File: src/rtl/mc_pkg.sv
// Shared types and encodings for the multicycle MIPS controller.
// MC_CTRL_ORI_EN adds the ORIEX/ORIWB states used by the ori instruction.
package mc_pkg;

   typedef enum logic [3:0] {
      FETCH,
      DECODE,
      MEMADR,
      MEMRD,
      MEMWB,
      MEMWR,
      EXECUTE,
      ALUWB,
      ADDIEX,
      ADDIWB,
      BRANCH,
      JUMP
`ifdef MC_CTRL_ORI_EN
      , ORIEX,
      ORIWB
`endif
   } state_t;

   localparam logic [5:0] OP_RTYPE = 6'b000000;
   localparam logic [5:0] OP_LW    = 6'b100011;
   localparam logic [5:0] OP_SW    = 6'b101011;
   localparam logic [5:0] OP_BEQ   = 6'b000100;
   localparam logic [5:0] OP_ADDI  = 6'b001000;
   localparam logic [5:0] OP_J     = 6'b000010;
   localparam logic [5:0] OP_ORI   = 6'b001101;

   localparam logic [5:0] FN_ADD = 6'b100000;
   localparam logic [5:0] FN_SUB = 6'b100010;
   localparam logic [5:0] FN_AND = 6'b100100;
   localparam logic [5:0] FN_OR  = 6'b100101;
   localparam logic [5:0] FN_SLT = 6'b101010;

   localparam logic [2:0] ALU_ADD = 3'b010;
   localparam logic [2:0] ALU_SUB = 3'b110;
   localparam logic [2:0] ALU_AND = 3'b000;
   localparam logic [2:0] ALU_OR  = 3'b001;
   localparam logic [2:0] ALU_SLT = 3'b111;

   localparam logic [1:0] SRCB_REGB  = 2'b00;
   localparam logic [1:0] SRCB_FOUR  = 2'b01;
   localparam logic [1:0] SRCB_IMM   = 2'b10;
   localparam logic [1:0] SRCB_IMMSH = 2'b11;

   localparam logic [1:0] PCSRC_ALU    = 2'b00;
   localparam logic [1:0] PCSRC_ALUOUT = 2'b01;
   localparam logic [1:0] PCSRC_JUMP   = 2'b10;

endpackage

File: src/rtl/alu_decoder.sv
// R-type funct field to ALU operation code; unknown functs fall back to add.
module alu_decoder
   import mc_pkg::*;
(
   input  logic [5:0] funct,
   output logic [2:0] alucontrol
);

   always_comb begin
      alucontrol = ALU_ADD;
      case (funct)
         FN_ADD:  alucontrol = ALU_ADD;
         FN_SUB:  alucontrol = ALU_SUB;
         FN_AND:  alucontrol = ALU_AND;
         FN_OR:   alucontrol = ALU_OR;
         FN_SLT:  alucontrol = ALU_SLT;
         default: alucontrol = ALU_ADD;
      endcase
   end

endmodule

File: src/rtl/multicycle_controller.sv
// Moore control FSM for the shared-memory multicycle MIPS datapath.
// MC_CTRL_ORI_EN enables ori (op 001101) with a zero-extended immediate.
module multicycle_controller
   import mc_pkg::*;
(
   input  logic       clk,
   input  logic       reset,
   input  logic [5:0] op,
   input  logic [5:0] funct,
   input  logic       zero,
   output logic       iord,
   output logic       memwrite,
   output logic       irwrite,
   output logic       regdst,
   output logic       memtoreg,
   output logic       regwrite,
   output logic       alusrca,
   output logic [1:0] alusrcb,
   output logic       zeroext,
   output logic [1:0] pcsrc,
   output logic       pcen,
   output logic [2:0] alucontrol
);

   // Current state, kept under a plain name so checkers can bind to it.
   state_t state, state_next;
   logic   pcwrite, branch;
   logic [2:0] funct_alu;

   alu_decoder u_alu_decoder (
      .funct      (funct),
      .alucontrol (funct_alu)
   );

   always_ff @(posedge clk or posedge reset) begin
      if (reset) state <= FETCH;
      else       state <= state_next;
   end

   always_comb begin
      state_next = FETCH;
      case (state)
         FETCH:   state_next = DECODE;
         DECODE: begin
            case (op)
               OP_LW, OP_SW: state_next = MEMADR;
               OP_RTYPE:     state_next = EXECUTE;
               OP_BEQ:       state_next = BRANCH;
               OP_ADDI:      state_next = ADDIEX;
               OP_J:         state_next = JUMP;
`ifdef MC_CTRL_ORI_EN
               OP_ORI:       state_next = ORIEX;
`endif
               default:      state_next = FETCH;
            endcase
         end
         MEMADR:  state_next = (op == OP_LW) ? MEMRD : MEMWR;
         MEMRD:   state_next = MEMWB;
         EXECUTE: state_next = ALUWB;
         ADDIEX:  state_next = ADDIWB;
`ifdef MC_CTRL_ORI_EN
         ORIEX:   state_next = ORIWB;
`endif
         default: state_next = FETCH;
      endcase
   end

   always_comb begin
      iord       = 1'b0;
      memwrite   = 1'b0;
      irwrite    = 1'b0;
      regdst     = 1'b0;
      memtoreg   = 1'b0;
      regwrite   = 1'b0;
      alusrca    = 1'b0;
      alusrcb    = SRCB_REGB;
      zeroext    = 1'b0;
      pcsrc      = PCSRC_ALU;
      pcwrite    = 1'b0;
      branch     = 1'b0;
      alucontrol = ALU_ADD;
      case (state)
         FETCH: begin
            irwrite = 1'b1;
            pcwrite = 1'b1;
            alusrcb = SRCB_FOUR;
         end
         // Branch target is computed early so BRANCH only needs the compare.
         DECODE:  alusrcb = SRCB_IMMSH;
         MEMADR, ADDIEX: begin
            alusrca = 1'b1;
            alusrcb = SRCB_IMM;
         end
         MEMRD:   iord = 1'b1;
         MEMWB: begin
            memtoreg = 1'b1;
            regwrite = 1'b1;
         end
         MEMWR: begin
            iord     = 1'b1;
            memwrite = 1'b1;
         end
         EXECUTE: begin
            alusrca    = 1'b1;
            alusrcb    = SRCB_REGB;
            alucontrol = funct_alu;
         end
         ALUWB: begin
            regdst   = 1'b1;
            regwrite = 1'b1;
         end
         ADDIWB:  regwrite = 1'b1;
         BRANCH: begin
            alusrca    = 1'b1;
            alucontrol = ALU_SUB;
            pcsrc      = PCSRC_ALUOUT;
            branch     = 1'b1;
         end
         JUMP: begin
            pcsrc   = PCSRC_JUMP;
            pcwrite = 1'b1;
         end
`ifdef MC_CTRL_ORI_EN
         ORIEX: begin
            alusrca    = 1'b1;
            alusrcb    = SRCB_IMM;
            zeroext    = 1'b1;
            alucontrol = ALU_OR;
         end
         ORIWB:   regwrite = 1'b1;
`endif
         default: ;
      endcase
   end

   assign pcen = pcwrite | (branch & zero);

endmodule

File: config.mk
export PLATFORM = sky130hd
export DESIGN_NAME = multicycle_controller
export DESIGN_NICKNAME = d
export VERILOG_FILES = /design/src/rtl/mc_pkg.sv /design/src/rtl/alu_decoder.sv /design/src/rtl/multicycle_controller.sv
export SDC_FILE = /design/constraint.sdc
export NUM_CORES = 1
export LEC_CHECK = 0
export ABC_AREA = 1
export ABC_CLOCK_PERIOD_IN_PS = 1400
export CELL_PAD_IN_SITES_DETAIL_PLACEMENT = 1
export CELL_PAD_IN_SITES_GLOBAL_PLACEMENT = 1
export CORE_MARGIN = 5
export CORE_UTILIZATION = 22
export DETAILED_ROUTE_END_ITERATION = 12
export PLACE_DENSITY = 0.85
export SETUP_SLACK_MARGIN = 0.4
export SKIP_CTS_REPAIR_TIMING = 1
export SLEW_MARGIN = 20
export SYNTH_ARGS = -nofsm -noshare
export SYNTH_HDL_FRONTEND = slang
export SYNTH_HIERARCHICAL = 1
export SYNTH_SLANG_ARGS = --single-unit
File: constraint.sdc
create_clock -name clk -period 1.4 [get_ports clk]
set_input_delay 0.14 -clock clk [delete_from_list [all_inputs] [get_ports clk]]
set_output_delay 0.14 -clock clk [all_outputs]
set_load 0.05 [all_outputs]
==> results.yml, run 1 <==
route:
  num_vias: 809
  route.antenna.remaining_nets: 0
  route.detailed.vias_per_inst: 4.40
  drt_drc_violations_left: 0
  initialDrtViolationCount: 7
  drt_wl_total_um: 2530
  route.detailed.wl_per_inst_um: 13.8
  drt_pass1_iterations: 3
yosys:
  yosysTopAreaCellShare_pct: 20.6
  yosys_warnings: 6
  postSynthRegisterBits: 4
  synth.lib_cells_used.distinct: 16
  synth_edf_count: 0
  netlist_area_um2: 547
  synth.area.top_cells: "sky130_fd_sc_hd__nor2_1 21%, sky130_fd_sc_hd__dfrtp_1 18%, sky130_fd_sc_hd__nand2_1 17%, sky130_fd_sc_hd__inv_1 16%, sky130_fd_sc_hd__nand3_1 8.2%"
  async_reset_ff_share_pct: 100
  netlist_instances: 108
  synth.net_count: 123
  yosysMostFrequentCell: "sky130_fd_sc_hd__nor2_1"
  synth.largest_area_cell: "sky130_fd_sc_hd__nor2_1"
  synth_top_cells_by_count: "30 x sky130_fd_sc_hd__nor2_1, 25 x sky130_fd_sc_hd__nand2_1, 23 x sky130_fd_sc_hd__inv_1"
  synth_ff_type: "sky130_fd_sc_hd__dfrtp_1"
  synthesis.area_per_instance_um2: 5.06
  seq_area_frac_synth_pct: 18.3
setup_path:
  cp_max_fo: 4
  critPathCaptureType: "output pin"
  setup.worst_path.class: "reg2out"
  worst_path_max_delay_cell: "sky130_fd_sc_hd__dfrtp_2"
  timing.critical_path.slowest_cell_delay_ns: 0.45
  worst_ep_required_time_ns: 1.26
  path_cells: "nor2_2 > inv_2 > nor2_4 > a21oi_2 > nand2_4 > buf_12"
  cp_data_arrival_time_ns: 1.41
  cp-start-kind: "flip-flop"
  crit-reg2reg-launch: "state[1]"
  r2r.worst_path.cells: 5
  regToRegSetupSlack_ns: 0.07
  critical_path.reg2reg.endpoint: "state[0]"
floorplanning:
  die_y_um: 59.9
  design.die.area_um2: 3580
  placeableCoreArea_um2: 2430
  die-width_um: 59.9
  rows: 18
  floorplan.initialDensity_pct: 22.5
  floorplan.io_pins: 31
clocking:
  cts.htree.levels: 1
  clk-insertion-delay-late_ns: 0.24
  clk_pin_slew_worst_paths_ns: 0.05
  cts.sinks: 4
  longest_clk_path_bufs: 2
  tritoncts: "done"
  clock_tree.root_cell: "sky130_fd_sc_hd__clkbuf_4"
  cts_made_buffers: 3
global_route:
  grt_util_all_layers_pct: 13.7
  wire_length_of_the_first_global_routing_pass_um: 3750
  grt_start_max_net_pins: 7
  vias_in_the_first_global_route: 890
  grt.overflow.total: 0
  antenna_found_initial: 0
min_path:
  timing.hold.worst.class: "in2async"
sta:
  total_neg_setup_slack_ns: -1.25
  fmax_mhz: 643
  maxSlewViolCount: 0
  final_min_period_over_clock_period_pct: 111
  finalWorstSetupSlack_ns: -0.154
  final-setup-viol-count: 12
  period_minus_slack_ns: 1.55
  clock_tree_skew_after_final_layout_ns: 0.00749
  finalHoldViolations: 0
  grt_setup_unrepaired: "yes"
run_status:
  status: "finished with violations"
  violated_checks: "setup timing"
placement:
  place_area_um2: 1200
  detailedPlace.worstSlack_ns: -0.0707
  gp_routability_congestion: 0.755
  dp_hpwl_um: 2140
  port-buffer-count: 29
run:
  max-cap-violations: 0
cells_and_area:
  flow.area_growth_from_synthesis_pct: 144
  registers.top_by_ff_count: "state"
  largest_registers: "state (4)"
  largest_register_ff_count: 4
  n_diodes: 0
  post_route_cells_drive_above_1_share_pct: 49.4
  stdcell_area_um2: 1330
  fin_nets: 170
power:
  power-per-cell-area_nw_per_um2: 1270
  power.leakage_nw: 0.609
  peakVddDrop_uv: 1350
[worst max path at each step]
stage,from,endpoint,slack [ns]
final,state[2],pcen,-0.15
after global routing,state[2],pcen,-0.23
after CTS,state[2],pcen,-0.21
after detailed placement,funct[2],alucontrol[1],-0.07
after global placement,funct[2],alucontrol[1],-0.02
after floorplan,state[2],pcen,0.04
[through the flow]
stage	power [mW]	instances	utilization [%]	hold WS [ns]
2_1_floorplan	0.870	108	-	-0.0940
5_1_grt	1.78	184	54.8	0.0978
3_3_place_gp	1.36	173	49.5	0.333
4_1_cts	1.59	177	50.6	0.0890
3_5_place_dp	1.43	173	49.5	0.337
6_report	1.69	184	54.8	0.0876
[area by class of cell]
class | count | area, µm²
sequential | 4 | 104
clock buffer | 4 | 26.3
inverter | 24 | 92.6
timing repair buffer | 43 | 548
fill | 298 | 1100
tap | 30 | 37.5
multi-input combinational | 79 | 526
[where the power goes]
part	total, mW	internal (mW)	switching (mW)
logic	1.34	0.571	0.773
clock network	0.163	0.108	0.0552
registers	0.188	0.144	0.0440
total	1.69	0.822	0.872
[routing by layer]
layer	GRT usage, %	up-vias	share of wire, %
met5	0	-	0
met4	1.90	0	0.91
met3	1.30	2	2.1
met2	30.2	17	62
met1	13.1	382	35
li1	-	408	-
[cell usage in the layout, fill, tap and decap left out, types with 2 or more instances in the layout]
cell type	instances
sky130_fd_sc_hd__nand2_1	18
sky130_fd_sc_hd__inv_1	16
sky130_fd_sc_hd__nor2_1	16
sky130_fd_sc_hd__clkdlybuf4s50_1	14
sky130_fd_sc_hd__buf_12	14
sky130_fd_sc_hd__nor2_4	13
sky130_fd_sc_hd__buf_4	11
sky130_fd_sc_hd__nand3_1	8
sky130_fd_sc_hd__inv_2	7
sky130_fd_sc_hd__nor2_2	6
sky130_fd_sc_hd__nand2_4	5
sky130_fd_sc_hd__nand2_2	4
sky130_fd_sc_hd__buf_6	4
sky130_fd_sc_hd__clkbuf_4	3
sky130_fd_sc_hd__dfrtp_2	3
sky130_fd_sc_hd__a21oi_1	2
[cell families after synthesis]
family / synth area share (%)
flip-flops: 18.3
buffers and inverters: 17.8
AO/OA/AOI/OAI: 6.18
other: 0.686
AND/OR/NAND/NOR: 57.0
[worst max-delay path: cells and delay by family, from the launching register on]
| family | cells | cell delay, ns |
|---|---|---|
| compound gates | 1 | 0.09 |
| buf+inv | 2 | 0.22 |
| simple gates | 3 | 0.40 |
| flops | 1 | 0.45 |
No activity file was read; power rests on OpenSTA's default activity.
==> run 2: changes to the inputs <==
Settings changed: CORE_UTILIZATION 22 to 35, DONT_BUFFER_PORTS from default to 1, PLACE_DENSITY 0.85 to 0.8, SYNTH_HIERARCHICAL 1 to default.
==> run 2 against run 1 <==
Net effect:
- the run now fails in 5_1_grt
- synthesized area shrank 7.6%
- synthesized cell count shrank 18%
==> results.yml, run 2 <==
yosys:
  yosysTopAreaCellShare_pct: 19.8
  synth.area.top_cells: "sky130_fd_sc_hd__dfrtp_1 20%, sky130_fd_sc_hd__nand3_1 13%, sky130_fd_sc_hd__inv_1 12%, sky130_fd_sc_hd__nor2_1 12%, sky130_fd_sc_hd__nand2_1 10%"
  synth_ff_type: "sky130_fd_sc_hd__dfrtp_1"
  async_reset_ff_share_pct: 100
  synthesis.area_per_instance_um2: 5.68
  netlist_instances: 89
  postSynthRegisterBits: 4
  yosys_warnings: 0
  synth.largest_area_cell: "sky130_fd_sc_hd__dfrtp_1"
  synth.net_count: 104
  synth.lib_cells_used.distinct: 19
  netlist_area_um2: 505
  synth_edf_count: 0
  seq_area_frac_synth_pct: 19.8
  synth_top_cells_by_count: "16 x sky130_fd_sc_hd__inv_1, 16 x sky130_fd_sc_hd__nor2_1, 14 x sky130_fd_sc_hd__nand2_1"
floorplanning:
  die_y_um: 48.0
  die-width_um: 48.0
  floorplan.io_pins: 31
  floorplan.initialDensity_pct: 37.9
  rows: 13
placement:
  dp_cells: 112
  place_area_um2: 713
  dp_hpwl_um: 1420
  port-buffer-count: 0
  detailedPlace.worstSlack_ns: 0.0592
  gp_routability_congestion: 0.751
clocking:
  cts.sinks: 4
  longest_clk_path_bufs: 2
  cts.htree.levels: 1
  clock_tree.root_cell: "sky130_fd_sc_hd__clkbuf_4"
  cts_made_buffers: 3
sta:
  worst-ep-kind: "top-level output"
  grt_worst_setup_endpoint: "alusrca"
run_status:
  stop_stage: "5_1_grt"
  status: "did not finish"
  error_message: "[ERROR DPL-0033] detailed placement checks failed during check placement."
global_route:
  antenna_found_initial: 0
  grt_start_max_net_pins: 6
==> run 2: through the flow <==
step	hold WS, ns	util [%]
after CTS	-0.340	55.2
after global placement	-0.0847	53.5
after floorplan	-0.0939	-
after detailed placement	-0.0777	53.5
==> run 2: logic make-up after synthesis <==
kind of cell    after synthesis  share of synthesized area [%]
buf+inv                      20                           15.6
other cells                   1                          0.742
xor+xnor                      1                           1.73
flops                         4                           19.8
simple gates                 56                           53.5
compound gates                7                           8.66
==> run 3: changes to the inputs <==
Settings changed: CELL_PAD_IN_SITES_DETAIL_PLACEMENT 1 to default, CELL_PAD_IN_SITES_GLOBAL_PLACEMENT 1 to default, CORE_AREA from default to 5 5 66 68, CORE_MARGIN 5 to default, CORE_UTILIZATION 35 to default, DIE_AREA from default to 0 0 71 73, PLACE_DENSITY 0.8 to default, PLACE_DENSITY_LB_ADDON from default to 0.15, SETUP_SLACK_MARGIN 0.4 to default.
==> run 3 against run 2 <==
Net effect:
- the flow now finishes, with violations (setup timing)
- synthesized cell count unchanged
- synthesized area unchanged
==> results.yml, run 3 <==
placement:
  detailedPlace.worstSlack_ns: 0.105
  dp_hpwl_um: 1410
  gp_routability_congestion: 0.811
  port-buffer-count: 0
sta:
  fmax_mhz: 673
  clock_tree_skew_after_final_layout_ns: 0.000670
  grt_setup_unrepaired: "yes"
  finalHoldWorstSlack_ns: 0.122
  maxSlewViolCount: 0
  finalWorstSetupSlack_ns: -0.0861
  final_min_period_over_clock_period_pct: 106
  period_minus_slack_ns: 1.49
  final-setup-viol-count: 8
  finalHoldViolations: 0
floorplanning:
  die-width_um: 71
  rows: 23
  floorplan.io_pins: 31
  placeableCoreArea_um2: 3800
  design.die.area_um2: 5180
  floorplan.initialDensity_pct: 13.3
  die_y_um: 73
min_path:
  timing.hold.worst.start: "op[0]"
  timing.hold.worst_path_depth: 3
  timing.hold.worst.class: "in2reg"
  holdPathEnd: "state[3]"
yosys:
  netlist_instances: 89
  synth.net_count: 104
  async_reset_ff_share_pct: 100
  synth.largest_area_cell: "sky130_fd_sc_hd__dfrtp_1"
  synthesis.area_per_instance_um2: 5.68
  seq_area_frac_synth_pct: 19.8
  postSynthRegisterBits: 4
  synth_ff_type: "sky130_fd_sc_hd__dfrtp_1"
  netlist_area_um2: 505
  synth_top_cells_by_count: "16 x sky130_fd_sc_hd__inv_1, 16 x sky130_fd_sc_hd__nor2_1, 14 x sky130_fd_sc_hd__nand2_1"
  synth.lib_cells_used.distinct: 19
  yosysTopAreaCellShare_pct: 19.8
  synth_edf_count: 0
  yosys_warnings: 0
  synth.area.top_cells: "sky130_fd_sc_hd__dfrtp_1 20%, sky130_fd_sc_hd__nand3_1 13%, sky130_fd_sc_hd__inv_1 12%, sky130_fd_sc_hd__nor2_1 12%, sky130_fd_sc_hd__nand2_1 10%"
setup_path:
  critical_path.reg2reg.endpoint: "state[3]"
  path_cells: "inv_4 > nand2_4 > nor2_4 > inv_4 > o21ai_4 > buf_12"
  worst_ep_required_time_ns: 1.26
  cp_max_fo: 5
  timing.critical_path.mode_cell: "sky130_fd_sc_hd__inv_4"
  cp-start-kind: "flip-flop"
  cp_data_arrival_time_ns: 1.35
  worst_path_max_delay_cell: "sky130_fd_sc_hd__dfrtp_2"
  regToRegSetupSlack_ns: 0.19
  r2r.worst_path.cells: 6
  critPathCaptureType: "output pin"
  timing.critical_path.slowest_cell_delay_ns: 0.45
  setup.worst_path.class: "reg2out"
  crit-reg2reg-launch: "state[2]"
cells_and_area:
  largest_registers: "state (4)"
  flow.area_growth_from_synthesis_pct: 97.8
  layout_common_cells: "13 x sky130_fd_sc_hd__nand3_1, 13 x sky130_fd_sc_hd__buf_4, 12 x sky130_fd_sc_hd__nor2_1, 10 x sky130_fd_sc_hd__inv_1, 9 x sky130_fd_sc_hd__nand2_1"
  registers.top_by_ff_count: "state"
  post_route_cells_drive_above_1_share_pct: 53.4
  largest_register_ff_count: 4
  n_diodes: 0
  final.fill_count: 429
  fin_nets: 133
route:
  initialDrtViolationCount: 27
  drt_wl_total_um: 1710
  route.detailed.vias_per_inst: 3.87
  drt_pass1_iterations: 4
  route.antenna.remaining_nets: 0
  num_vias: 643
  drt_drc_violations_left: 0
  route.detailed.wl_per_inst_um: 10.3
clocking:
  cts.sinks: 4
  cts.htree.levels: 1
  clk_pin_slew_worst_paths_ns: 0.03
  longest_clk_path_bufs: 2
  cts_made_buffers: 3
  clk-insertion-delay-late_ns: 0.22
  clock_tree.root_cell: "sky130_fd_sc_hd__clkbuf_8"
  tritoncts: "done"
power:
  power-per-cell-area_nw_per_um2: 1430
  power.leakage_nw: 0.464
  peakVddDrop_uv: 278
run_status:
  violated_checks: "setup timing"
  status: "finished with violations"
run:
  max-cap-violations: 0
global_route:
  grt_util_all_layers_pct: 6.40
  wire_length_of_the_first_global_routing_pass_um: 2640
  grt.overflow.total: 0
  vias_in_the_first_global_route: 613
  antenna_found_initial: 0
  grt_start_max_net_pins: 6
-- run 3: power breakdown --
part | total [mW] | internal [mW] | switching (mW)
clock network | 0.242 | 0.183 | 0.0593
logic | 1.01 | 0.402 | 0.610
registers | 0.175 | 0.141 | 0.0336
-- run 3: metrics by stage --
step	util [%]	area, µm²	instances	TNS (ns)	power, mW
after floorplan	-	534	89	-0.388	0.703
after global placement	20.3	769	152	0	1.05
after detailed placement	20.3	769	152	0	1.05
after CTS	21.3	811	155	-0.639	1.30
after global routing	26.3	1000	166	-0.877	1.50
final	26.3	1000	166	-0.360	1.43
-- run 3: how the worst max path moves through the flow --
stage	start	to	slack (ns)	cells past startpoint
after floorplan	state[2]	pcen	-0.20	5
after global placement	state[3]	alucontrol[2]	0.12	6
after detailed placement	state[3]	alucontrol[2]	0.11	6
after CTS	state[3]	alucontrol[2]	-0.13	6
after global routing	state[3]	alucontrol[0]	-0.14	6
final	state[3]	alucontrol[2]	-0.09	6
-- run 3: per-layer routing --
layer / global-route usage [%] / share of wire (%) / wire (µm)
met1: 7.59 / 43 / 744
met2: 9.58 / 45 / 768
met3: 1.93 / 8.4 / 143
met4: 5.01 / 3.2 / 54
met5: 0 / 0 / 0
-- run 3: final cells by class --
type	count	area (µm²)	share of cell area (%)
Multi-Input combinational cell	65	425	42.6
Timing Repair Buffer	25	292	29.2
Sequential cell	4	103	10.3
Inverter	19	76.3	7.63
Tap cell	50	62.6	6.26
Clock buffer	3	41.3	4.13
-- run 3: logic make-up (layout without fill, tap and decap cells) --
logic type / after synthesis / after routing / synth area share, %
AOI/OAI and AO/OA: 7 / 7 / 8.66
DFF: 4 / 4 / 19.8
other: 1 / 1 / 0.742
and+or+nand+nor: 56 / 56 / 53.5
buffers and inverters: 20 / 47 / 15.6
xor gates and xnor gates: 1 / 1 / 1.73
-- run 3: worst max-delay path: cells and delay by family, from the launching register on --
family                 cells  cell delay (ns)
flip-flops                 1             0.45
AO/OA/AOI/OAI              1             0.14
buffers and inverters      3             0.31
AND/OR/NAND/NOR            2             0.22
==> run 4: changes to the inputs <==
Settings changed: PLACE_DENSITY_LB_ADDON 0.15 to default.
==> run 4 against run 3 <==
Net effect:
- the run still ends with setup timing left
- final cell count is 0.60% lower
- worst hold slack better by 0.0020 ns
- routed wire length up 8.9%
- critical endpoint unchanged
- core utilization up 1.2 points
- register-to-register slack worse by 0.02 ns
- via count increased by 1.4%
- sequential power is essentially flat
- highest routed layer unchanged
- total power rose by 7.2%
- die area did not move
- design area grew 4.5%
- critical path depth unchanged
- sequential share of layout area decreased by 0.32 points
==> results.yml, run 4 (synthesized netlist as in run 3, its figures left out) <==
run_status:
  status: "finished with violations"
  violated_checks: "setup timing"
cells_and_area:
  instances_no_fill: 165
  stdcell_area_um2: 1040
  registers.top_by_ff_count: "state"
  fin_nets: 132
  flow.area_growth_from_synthesis_pct: 107
  post_route_cells_drive_above_1_share_pct: 56.5
  postLayoutCoreUtil_pct: 27.5
  largest_registers: "state (4)"
  final.fill_count: 431
  largest_register_ff_count: 4
  n_diodes: 0
  layout_common_cells: "12 x sky130_fd_sc_hd__nor2_1, 12 x sky130_fd_sc_hd__nand3_1, 12 x sky130_fd_sc_hd__buf_4, 9 x sky130_fd_sc_hd__inv_1, 8 x sky130_fd_sc_hd__nand2_1"
clocking:
  clk_pin_slew_worst_paths_ns: 0.03
  tritoncts: "done"
  longest_clk_path_bufs: 2
  clock_tree.root_cell: "sky130_fd_sc_hd__clkbuf_8"
  clk-insertion-delay-late_ns: 0.22
  cts.htree.levels: 1
  cts_made_buffers: 3
  cts.sinks: 4
setup_path:
  setup.worst_path.start: "state[3]"
  cp_max_fo: 3
  worst_ep_required_time_ns: 1.26
  crit-reg2reg-launch: "state[2]"
  critical_path.reg2reg.endpoint: "state[0]"
  critPathCaptureType: "output pin"
  cp-endpoint: "alucontrol[2]"
  cp_data_arrival_time_ns: 1.34
  regToRegSetupSlack_ns: 0.17
  r2r.worst_path.cells: 6
  cp-start-kind: "flip-flop"
  setup.worst_path.class: "reg2out"
sta:
  maxSlewViolCount: 0
  final_min_period_over_clock_period_pct: 105
  period_minus_slack_ns: 1.48
  grt_setup_unrepaired: "yes"
  finalHoldViolations: 0
  finalWorstSetupSlack_ns: -0.0752
  fmax_mhz: 678
  clock_tree_skew_after_final_layout_ns: 0.00400
  final-setup-viol-count: 7
min_path:
  timing.hold.worst.class: "in2reg"
  timing.hold.worst.start: "op[0]"
floorplanning:
  floorplan.initialDensity_pct: 13.3
  die_y_um: 73
  die-width_um: 71
  rows: 23
  placeableCoreArea_um2: 3800
  floorplan.io_pins: 31
  design.die.area_um2: 5180
placement:
  dp_cells: 152
  port-buffer-count: 0
  dp_hpwl_um: 1390
  gp_routability_congestion: 0.773
  place_area_um2: 769
  detailedPlace.worstSlack_ns: 0.109
global_route:
  grt_util_all_layers_pct: 6.53
  antenna_found_initial: 0
  grt_start_max_net_pins: 6
  wire_length_of_the_first_global_routing_pass_um: 2530
  grt.overflow.total: 0
  vias_in_the_first_global_route: 562
run:
  max-cap-violations: 0
route:
  route.detailed.vias_per_inst: 3.95
  route.antenna.remaining_nets: 0
  num_vias: 652
  drt_pass1_iterations: 4
  drt_drc_violations_left: 0
  drt_wl_total_um: 1860
  initialDrtViolationCount: 10
  route.detailed.wl_per_inst_um: 11.3
power:
  power.leakage_nw: 0.463
  power-per-cell-area_nw_per_um2: 1470
  peakVddDrop_uv: 799
-- run 4: metal layers --
layer,GRT usage (%),vias up,wire length (µm)
li1,-,330,-
met1,6.84,287,660
met2,9.68,29,977
met3,2.89,6,162
met4,6.26,0,62
met5,0,-,0
-- run 4: worst min path at each step --
stage | to | slack, ns | depth (start not counted)
6_report | state[3] | 0.12 | 3
2_1_floorplan | state[0] | -0.09 | 1
3_3_place_gp | state[0] | -0.08 | 1
4_1_cts | state[3] | -0.32 | 1
5_1_grt | state[3] | 0.12 | 3
3_5_place_dp | state[0] | -0.08 | 1
-- run 4: final cells by class --
cell class,instances,area [µm²],area share (%)
clock buffers,3,41.3,3.95
inverters,19,83.8,8.02
multi-input cells,65,473,45.3
flip-flops and latches,4,104,9.94
well taps,50,62.6,5.99
repair buffers,24,280,26.8
-- run 4: per-stage QoR --
stage                     total power, mW  hold slack, ns  setup TNS, ns
after floorplan                     0.703         -0.0939         -0.388
after global placement               1.04         -0.0815              0
after detailed placement             1.04         -0.0806              0
after CTS                            1.30          -0.315         -0.627
after global routing                 1.62           0.125         -0.891
final                                1.53           0.124         -0.290
-- run 4: where the power goes --
| group | switching (mW) | internal (mW) | total, mW |
|---|---|---|---|
| combinational | 0.666 | 0.438 | 1.10 |
| sequential | 0.0324 | 0.142 | 0.174 |
| clock | 0.0691 | 0.184 | 0.253 |
-- run 4: worst max-delay path, stage by stage, from the launching register on --
cell and delay (ns):
sky130_fd_sc_hd__dfrtp_2 0.43, sky130_fd_sc_hd__inv_4 0.11, sky130_fd_sc_hd__nand2_8 0.07, sky130_fd_sc_hd__nor2_4 0.15, sky130_fd_sc_hd__inv_4 0.06, sky130_fd_sc_hd__o21ai_4 0.14, sky130_fd_sc_hd__buf_12 0.15
